### src/rtl/stable_match_pkg.sv
// Shared definitions for the stable-matching proposal scheduler:
// width helpers and the scheduler FSM state encoding.
package stable_match_pkg;

    // Ceiling log2 of a positive value (0 for value <= 1)
    function automatic int clog2(input int value);
        int result;
        result = 0;
        for (int i = 0; i < 31; i++) begin
            if ((32'sd1 <<< i) < value) begin
                result = i + 1;
            end
        end
        return result;
    endfunction

    // Bit width needed to index 'value' items, never narrower than one bit
    function automatic int width_of(input int value);
        return (clog2(value) < 1) ? 1 : clog2(value);
    endfunction

    // Width of an index over S suitors (logS)
    function automatic int log_s(input int s);
        return width_of(s);
    endfunction

    // Width of a preference rank over Ks entries (logKs)
    function automatic int log_ks(input int ks);
        return width_of(ks);
    endfunction

    // Width of a proposal counter holding 0..Ks (PCW)
    function automatic int pc_width(input int ks);
        return width_of(ks + 1);
    endfunction

    typedef enum logic [2:0] {
        IDLE   = 3'd0,
        SELECT = 3'd1,
        ISSUE  = 3'd2,
        WAIT   = 3'd3,
        DONE   = 3'd4
    } state_t;

endpackage

### src/rtl/stable_match_sched_rr_pick.sv
// Rotating-priority first-one finder: returns the first set bit of 'elig'
// found when scanning upward from ptr+1 with wrap-around. Purely combinational.
module rr_pick #(
    parameter int N = 10,
    parameter int W = 4
) (
    input  logic [N-1:0] elig,
    input  logic [W-1:0] ptr,
    output logic         found,
    output logic [W-1:0] idx
);

    // Scan from farthest to nearest so the candidate closest after ptr is written last
    always_comb begin
        int j;
        found = 1'b0;
        idx   = '0;
        j     = 0;
        for (int k = N; k >= 1; k--) begin
            j = (int'(ptr) + k) % N;
            if (elig[j[W-1:0]]) begin
                found = 1'b1;
                idx   = j[W-1:0];
            end else begin
                found = found;
                idx   = idx;
            end
        end
    end

endmodule

### src/rtl/stable_match_sched.sv
// Sequential proposal scheduler for the stable-matching engine. Tracks per-suitor
// proposal counters and matched flags, issues one proposal at a time round-robin
// and absorbs the engine's accept/evict result.
// Optional build macro STABLE_MATCH_SCHED_STATS_EN adds proposal/eviction counters.
module stable_match_sched
    import stable_match_pkg::*;
#(
    parameter int S  = 10,
    parameter int R  = 10,
    parameter int Ks = 10
) (
    input  logic                    clk,
    input  logic                    rst,
    input  logic                    start,
    output logic                    prop_valid,
    input  logic                    prop_ready,
    output logic [log_s(S)-1:0]     prop_s,
    output logic [log_ks(Ks)-1:0]   prop_idx,
    input  logic                    res_valid,
    input  logic                    res_accept,
    input  logic                    res_evict_valid,
    input  logic [log_s(S)-1:0]     res_evict_s,
    output logic                    busy,
    output logic                    finish,
    output logic [S-1:0]            sIsMatchWire,
    output logic [S-1:0]            exhausted
`ifdef STABLE_MATCH_SCHED_STATS_EN
    ,
    output logic [width_of(S*Ks+1)-1:0] stat_props,
    output logic [width_of(S*Ks+1)-1:0] stat_evicts
`endif
);

    localparam int LOGS  = log_s(S);
    localparam int LOGKS = log_ks(Ks);
    localparam int PCW   = pc_width(Ks);
    localparam logic [PCW-1:0]  KS_PC    = PCW'(Ks);
    localparam logic [LOGS-1:0] PTR_INIT = LOGS'(S - 1);
`ifdef STABLE_MATCH_SCHED_STATS_EN
    localparam int STW = width_of(S*Ks+1);
`endif

    // The reviewer count only sizes the engine side; both blocks share one parameter set
    if (R < 1) begin : g_no_reviewers
    end

    state_t          state;
    logic [PCW-1:0]  pc [S];
    logic [S-1:0]    matched;
    logic [LOGS-1:0] ptr;
    logic [S-1:0]    elig;
    logic            pick_found;
    logic [LOGS-1:0] pick_idx;
    logic [PCW-1:0]  used_cnt;
    logic            evict_apply;

    assign sIsMatchWire = matched;

    // A suitor may propose while it has proposals left and is not currently matched
    always_comb begin
        elig = '0;
        for (int i = 0; i < S; i++) begin
            elig[i] = (pc[i] != '0) && !matched[i];
        end
    end

    rr_pick #(.N(S), .W(LOGS)) u_pick (
        .elig  (elig),
        .ptr   (ptr),
        .found (pick_found),
        .idx   (pick_idx)
    );

    // Rank of the next proposal equals the number of proposals already spent
    assign used_cnt = KS_PC - pc[pick_idx];

    // Eviction only counts on an accept, for a different, in-range suitor
    assign evict_apply = res_accept && res_evict_valid && (res_evict_s != prop_s) &&
                         (int'(res_evict_s) < S);

    // Scheduler FSM with all outputs and bookkeeping registered
    always_ff @(posedge clk or negedge rst) begin
        if (!rst) begin
            state      <= IDLE;
            for (int i = 0; i < S; i++) begin
                pc[i] <= KS_PC;
            end
            matched    <= '0;
            ptr        <= PTR_INIT;
            prop_valid <= 1'b0;
            prop_s     <= '0;
            prop_idx   <= '0;
            busy       <= 1'b0;
            finish     <= 1'b0;
            exhausted  <= '0;
`ifdef STABLE_MATCH_SCHED_STATS_EN
            stat_props  <= '0;
            stat_evicts <= '0;
`endif
        end else begin
            case (state)
                IDLE, DONE: begin
                    if (start) begin
                        for (int i = 0; i < S; i++) begin
                            pc[i] <= KS_PC;
                        end
                        matched   <= '0;
                        ptr       <= PTR_INIT;
                        finish    <= 1'b0;
                        busy      <= 1'b1;
                        exhausted <= '0;
`ifdef STABLE_MATCH_SCHED_STATS_EN
                        stat_props  <= '0;
                        stat_evicts <= '0;
`endif
                        state     <= SELECT;
                    end else begin
                        state <= state;
                    end
                end
                SELECT: begin
                    if (pick_found) begin
                        prop_s     <= pick_idx;
                        prop_idx   <= used_cnt[LOGKS-1:0];
                        prop_valid <= 1'b1;
                        state      <= ISSUE;
                    end else begin
                        finish <= 1'b1;
                        busy   <= 1'b0;
                        state  <= DONE;
                    end
                end
                ISSUE: begin
                    if (prop_ready) begin
                        pc[prop_s]        <= pc[prop_s] - PCW'(1);
                        exhausted[prop_s] <= (pc[prop_s] == PCW'(1));
                        ptr               <= prop_s;
                        prop_valid        <= 1'b0;
`ifdef STABLE_MATCH_SCHED_STATS_EN
                        if (stat_props != '1) begin
                            stat_props <= stat_props + STW'(1);
                        end
`endif
                        state             <= WAIT;
                    end else begin
                        state <= ISSUE;
                    end
                end
                WAIT: begin
                    if (res_valid) begin
                        if (res_accept) begin
                            matched[prop_s] <= 1'b1;
                        end
                        if (evict_apply) begin
                            matched[res_evict_s] <= 1'b0;
`ifdef STABLE_MATCH_SCHED_STATS_EN
                            if (stat_evicts != '1) begin
                                stat_evicts <= stat_evicts + STW'(1);
                            end
`endif
                        end
                        state <= SELECT;
                    end else begin
                        state <= WAIT;
                    end
                end
                default: begin
                    prop_valid <= 1'b0;
                    busy       <= 1'b0;
                    state      <= IDLE;
                end
            endcase
        end
    end

endmodule

### config.mk
export PLATFORM = sky130hd
export DESIGN_NAME = stable_match_sched
export DESIGN_NICKNAME = d
export VERILOG_FILES = /design/src/rtl/stable_match_pkg.sv /design/src/rtl/stable_match_sched_rr_pick.sv /design/src/rtl/stable_match_sched.sv
export SDC_FILE = /design/constraint.sdc
export NUM_CORES = 1
export LEC_CHECK = 0
export CAP_MARGIN = 20
export CORE_AREA = 2 2 122 124
export DETAILED_ROUTE_END_ITERATION = 6
export DIE_AREA = 0 0 124 126
export GPL_TIMING_DRIVEN = 1
export PLACE_DENSITY = 0.79
export SYNTH_ARGS = -nofsm -noshare
export SYNTH_HDL_FRONTEND = slang
export SYNTH_HIERARCHICAL = 1
export SYNTH_SLANG_ARGS = --single-unit
### constraint.sdc
create_clock -name clk -period 6.7 [get_ports clk]
set_input_delay 1.34 -clock clk [delete_from_list [all_inputs] [get_ports clk]]
set_output_delay 1.34 -clock clk [all_outputs]
set_load 0.005 [all_outputs]
### Yosys cells after proc, flatten, opt, wreduce, memory -nomap -nowiden

Cells that the tools add are included.
W data, S select, Z words.

* logic and storage cells: 209
* register bits: 78
* output and inout port bits: 31
* bits of input ports: 11

* add/sub/neg operators: 12
* divide/modulo/power cells: 10
* $lt $le $gt $ge: 18
* muxes and demuxes: 83
* eq/ne operators: 11
* bitwise logic cells: 7
* reduce and logical (&&, ||, !) cells: 49

Operators by type and width (count)
* $mod A32 B5 Y32 const B: 10
* $mux W40: 2
* $pmux W40 S2: 1
* $mux W10: 7
* $mux W4: 17
* $lt A4 B5 Y1 const B: 12
* $bmux W1 S4: 10
* $bwmux W40: 1
* $pmux W10 S2: 2
* $reduce_bool A4 Y1: 10
* $bmux W4 S4: 2
* $mux W1: 29
* $add A4 B3 Y5 const B: 4
* $demux W4 S4: 1
* $logic_and A1 B1 Y1: 16
* $add A4 B4 Y5 const B: 3
* $reduce_and A3 Y1: 5
* $pmux W3 S4: 1
* $add A4 B2 Y5 const B: 2
* $and A10 B10 Y10: 1
* $bwmux W10: 1
* $ge A5 B5 Y1 const B: 2
* $logic_not A1 Y1: 10
* $ne A2 B2 Y1 const B: 5
* 26 further kinds: 36

### Depth between registers and ports, before layout

* depth after elaboration: 19
* gate-level depth with buffers: 28
* depth with buffers taken out: 24

### Modules after synthesis

Netlist, hierarchy kept.

Modules (own cells, without submodules)
* stable_match_sched: seq. area each 1979.4 sq um, instances 1, area each 4375.4 sq um, cells each 444
* rr_pick: seq. area each 0.0 sq um, instances 1, area each 4073.9 sq um, cells each 561

### Least setup slack after synthesis

OpenSTA, ideal clock, no wires.

* kind: reg-to-reg
* from: reg ptr[1]
* to: reg prop_idx[2]
* arrival: 5638 ps
* cell stages (with the launch flop): 27
* slack: 923 ps
* clock period less this slack: 5777 ps
* setup time: 138 ps
* buffers on the path: 5
* cells stage by stage: dfrtp_1 -> buf_2 -> inv_1 -> clkbuf_1 -> ha_1 -> buf_6 -> buf_4 -> xor2_1 -> nand2_1 -> ha_1 -> nor2b_1 -> nor3_1 -> a311o_1 -> a32oi_1 -> o22ai_1 -> a221o_1 -> nor2b_2 -> o21ai_0 -> or2_0 -> o22ai_1 -> buf_6 -> mux4_2 -> o22ai_1 -> o32ai_1 -> ha_1 -> xnor2_1 -> a21oi_1

* word-level cells in the longest chain between the ends: 19
* elaborated cells between the ends (all ways): 66
* classes of those cells: add/sub: 11; div: 10; mux: 43; bitwise: 1; reduce/logical: 1

RTL lines
* from (decl): line stable_match_sched.sv:50 `logic [LOGS-1:0] ptr;`
* from (signal assigned): line stable_match_sched.sv:137 `ptr <= prop_s;`
* $add A4 B4 Y5: line stable_match_sched_rr_pick.sv:20 `j = (int'(ptr) + k) % N;`
* $mod A32 B5 Y32: line stable_match_sched_rr_pick.sv:20
* $bmux W1 S4: line stable_match_sched_rr_pick.sv:21 `if (elig[j[W-1:0]]) begin`
* $mux W1 (not written as such): line stable_match_sched_rr_pick.sv:21
* $mux W4 (9 in series): line stable_match_sched_rr_pick.sv:21
* $mux W4 (*): line stable_match_sched_rr_pick.sv:21
* via pick_idx[0]: line stable_match_sched.sv:53 `logic [LOGS-1:0] pick_idx;`
* $not A4 Y5 (not written as such) (*): line stable_match_sched.sv:75 `assign used_cnt = KS_PC - pc[pick_idx];`
* $bmux W4 S4 (*): line stable_match_sched.sv:75
* $mux W4 (not written as such) (*) (2 in series): line stable_match_sched.sv:75
* $sub A4 B4 Y4 (*): line stable_match_sched.sv:75
* to (signal assigned): line stable_match_sched.sv:124 `prop_idx <= used_cnt[LOGKS-1:0];`
* to (decl): line stable_match_sched.sv:18 `output logic [log_ks(Ks)-1:0] prop_idx,`

The timed path passes the listed nets; every way through them passes the cells marked *. The select of a mux whose other input is x is not followed.
A chain may end at the register's enable or synchronous reset.

### Worst setup path after layout

Same ends and word-level chain as after synthesis.

==> run summary <==
The total CTS buffers is 9. The total setup violations reported at the end of the flow is 0. The net count of the finished layout is 1074. After filler insertion, the fill cell instance count of the layout stands at 1249. The worst setup path is of the reg2reg kind. The tree is rooted in a clkbuf_16. The clock input transition at the sequential cells of the worst setup and hold paths is 0.07 ns. Synthesis produced a netlist with a net count of 1055. The area added between synthesis and finish came out at 9.67%. After detailed routing, the number of vias per cell comes to 6.83.

In this run, the number of DRC markers left after iteration 0 of detailed routing was 1058. The initialized floorplan defines 44 standard-cell rows. The final worst-path cycle share is 92.1%. Leaving out fill and tap cells, the most frequent cell in the layout is o21ai_0. The number of antenna violations at the first check in global routing is 0. The data required time of the worst path is 6.91 ns. The number of synthesized flops with an enable pin came out at 0. STA classifies the critical path startpoint as a register. In this run the vertical extent of the chip is 126 µm.

The summed instance area of the synthesized netlist came out at 8450 µm². The share of synthesized registers carrying an async set or reset is 100%. The slew at the pin closest to its max-slew limit is 1.04 ns. The total via count after detailed routing came out at 8290. During synthesis, Yosys emitted a total of 6 warnings. The maximum fanout encountered on the critical timing path is 23. The number of global-route vias before repair was 7913. The worst slew margin relative to its limit is 30.6%. The initial cell density of the core is 59.0%. Derived from the worst setup path, the maximum achievable clock frequency is 162 MHz. The worst hold path belongs to the class reg2reg.

The average footprint of a synthesized cell came out at 8.41 µm². The area taken by flip-flops and latches came out at 1980 µm². The final-report max-slew violation count came to 0. The count of port buffers added during placement is 41. The average wire length per cell after detail routing came out at 21.0 µm. Setup repair after global routing left no endpoint under its margin. Global routing used 33.1% of the available tracks.

The fraction of the yosys area taken by sequential cells came out at 23.4%. Leaving out fill and tap cells, the most frequent cells in the layout are 88 x o21ai_0, 87 x nor2_1, 86 x nand2_1. The run finished with clean final reports. The number of antenna diodes in the final layout is 0. Hold repair after CTS inserted 0 buffers. The post-route clock skew came out at 0.0100 ns.

The final wirelength came out at 25400 µm. The first-pass GRT wire length came out at 41000 µm. During I/O placement, the number of pins put on the boundary was 42. The placer's final routability congestion estimate came out at 1.00. The most used flip-flop cell after synthesis is dfrtp_1.

The pre-antenna-repair detailed-routing pass consisted of 5 iterations. The critical path capture point type is a register. The count of distinct cell types in the synthesized netlist came out at 112.

Of the cells placed in the final design, the portion with a size suffix greater than 1 is 15.5%. The clock network latency to the later pin of the worst-skew pair is 0.34 ns. Once layout is complete, the utilization of the core stands at 64.7%. The final worst-path setup slack is 0.530 ns. The HPWL after detailed placement is 18800 µm. The setup slack at placement is 0.490 ns. For this design, the sink count on the clock tree is 78.

The number of max-cap violations is 0. The die covers 15600 µm². The count of mapped cells out of synthesis is 1005. The footprint of the multi-input gates came out at 6050 µm².

The worst endpoint data arrival time is 6.38 ns. The register bit count reported by yosys came out at 78. TritonCTS built the clock tree. The overall overflow remaining after global route came out at 0.

The largest buffer count on any clock path is 2. The chip width is 124 µm. The number of remaining DRC errors came out at 0.

The area of the core is 14300 µm². The worst register-to-register path has a setup slack of 0.53 ns. The smallest clock period supported by the final layout is computed as 6.17 ns. The maximum number of pins on one net before global-route repair is 79. The final-report hold violation count came out at 0. In this run the number of H-tree levels came out at 3. Buffers added to address setup during post-CTS repair amount to 0. The antenna violation net count after detailed routing came out at 0. Setup total negative slack on the finished layout was measured at 0 ns.
## metal layers
layer | vias to the layer above | track usage (%) | routed length (µm)
li1 | 3837 | - | -
met1 | 3906 | 45.5 | 10600
met2 | 456 | 51.4 | 11700
met3 | 91 | 4.89 | 2110
met4 | 0 | 15.5 | 1100
met5 | - | 0 | 0
## synth_stat cells (8+ instances only)
master / number / area share, %
a211oi_1: 16 / 1.4
nand2b_1: 18 / 1.3
o211ai_1: 12 / 1.1
nor3_1: 28 / 1.7
o21ai_2: 10 / 1.0
nand3_1: 44 / 2.6
clkbuf_1: 16 / 0.71
dfrtp_1: 56 / 17
buf_2: 16 / 0.95
mux2_2: 15 / 2.0
a31oi_1: 9 / 0.67
dfstp_2: 22 / 6.8
xnor2_1: 19 / 2.0
mux2i_1: 42 / 5.0
o22ai_1: 15 / 1.1
nor2b_1: 13 / 0.96
nor2_1: 87 / 3.9
buf_6: 9 / 1.2
inv_1: 28 / 1.2
o21ai_1: 12 / 0.71
and2_1: 8 / 0.59
a21oi_1: 67 / 4.0
nor4_1: 12 / 0.89
mux4_2: 19 / 5.1
nand2_1: 86 / 3.8
o21ai_0: 88 / 5.2
ha_1: 39 / 5.8
## critical path: stages, from the launching register on
cell and delay, ns:
dfrtp_1 0.56, buf_4 0.36, ha_1 0.62, xnor2_2 0.26
nand3_1 0.17, ha_1 0.30, o21ai_0 0.22, nand3_1 0.27
or3_1 0.37, a211oi_1 0.59, nor2_1 0.13, o21ai_0 0.15
a21oi_1 0.08, o22ai_2 0.49, mux4_2 0.59, a22oi_1 0.23
o31ai_1 0.15, ha_1 0.23, xnor2_1 0.16, a21oi_1 0.09
## layout make-up
cell class | count | share of cell area, %
clock buffers | 9 | 2.43
clock inverters | 7 | 1.13
inverters | 33 | 1.34
multi-input cells | 842 | 65.3
flip-flops and latches | 78 | 21.4
well taps | 184 | 2.48
repair buffers | 60 | 5.94
## flip-flops by register name, indices dropped and copies added, names as in the netlist
register	cells
pc	40
exhausted	10
sIsMatchWire	10
prop_idx	4
prop_s	4
ptr	4
state	3
busy	1
finish	1
prop_valid	1
## timing repair
| action | in CTS | in global routing |
|---|---|---|
| endpoints found under the setup margin | 0 | 1 |
| resized for setup | 0 | 1 |
| hold endpoints to repair | 0 | 0 |
## per-stage QoR
step / hold WS (ns) / cells / instance area [µm²]
2_1_floorplan: 0.471 / 1005 / 8450
3_3_place_gp: 0.475 / 1197 / 8930
3_5_place_dp: 0.481 / 1197 / 8930
4_1_cts: 0.501 / 1213 / 9260
5_1_grt: 0.522 / 1213 / 9270
6_report: 0.497 / 1213 / 9270
## path summary, 6_finish.rpt
kind,from,depth (start not counted),endpoint
max,ptr[1],19,prop_idx[2]
min,exhausted[7],2,exhausted[7]
max reg2reg,ptr[1],19,prop_idx[2]
min reg2reg,exhausted[7],2,exhausted[7]
max in group asynchronous,rst,1,finish
min in group asynchronous,rst,1,prop_idx[1]
## logic make-up after synthesis
kind of cell,Yosys count,share of synthesized area (%)
xor+xnor,32,4.12
compound gates,342,28.2
simple gates,346,20.5
buf+inv,85,5.11
flops,78,23.4
mux,76,12.0
fa+ha+maj,46,6.62
Power is left out: the tool's default activity adds up to more than one toggle a clock period on the data nets, which glitch-free logic cannot reach.
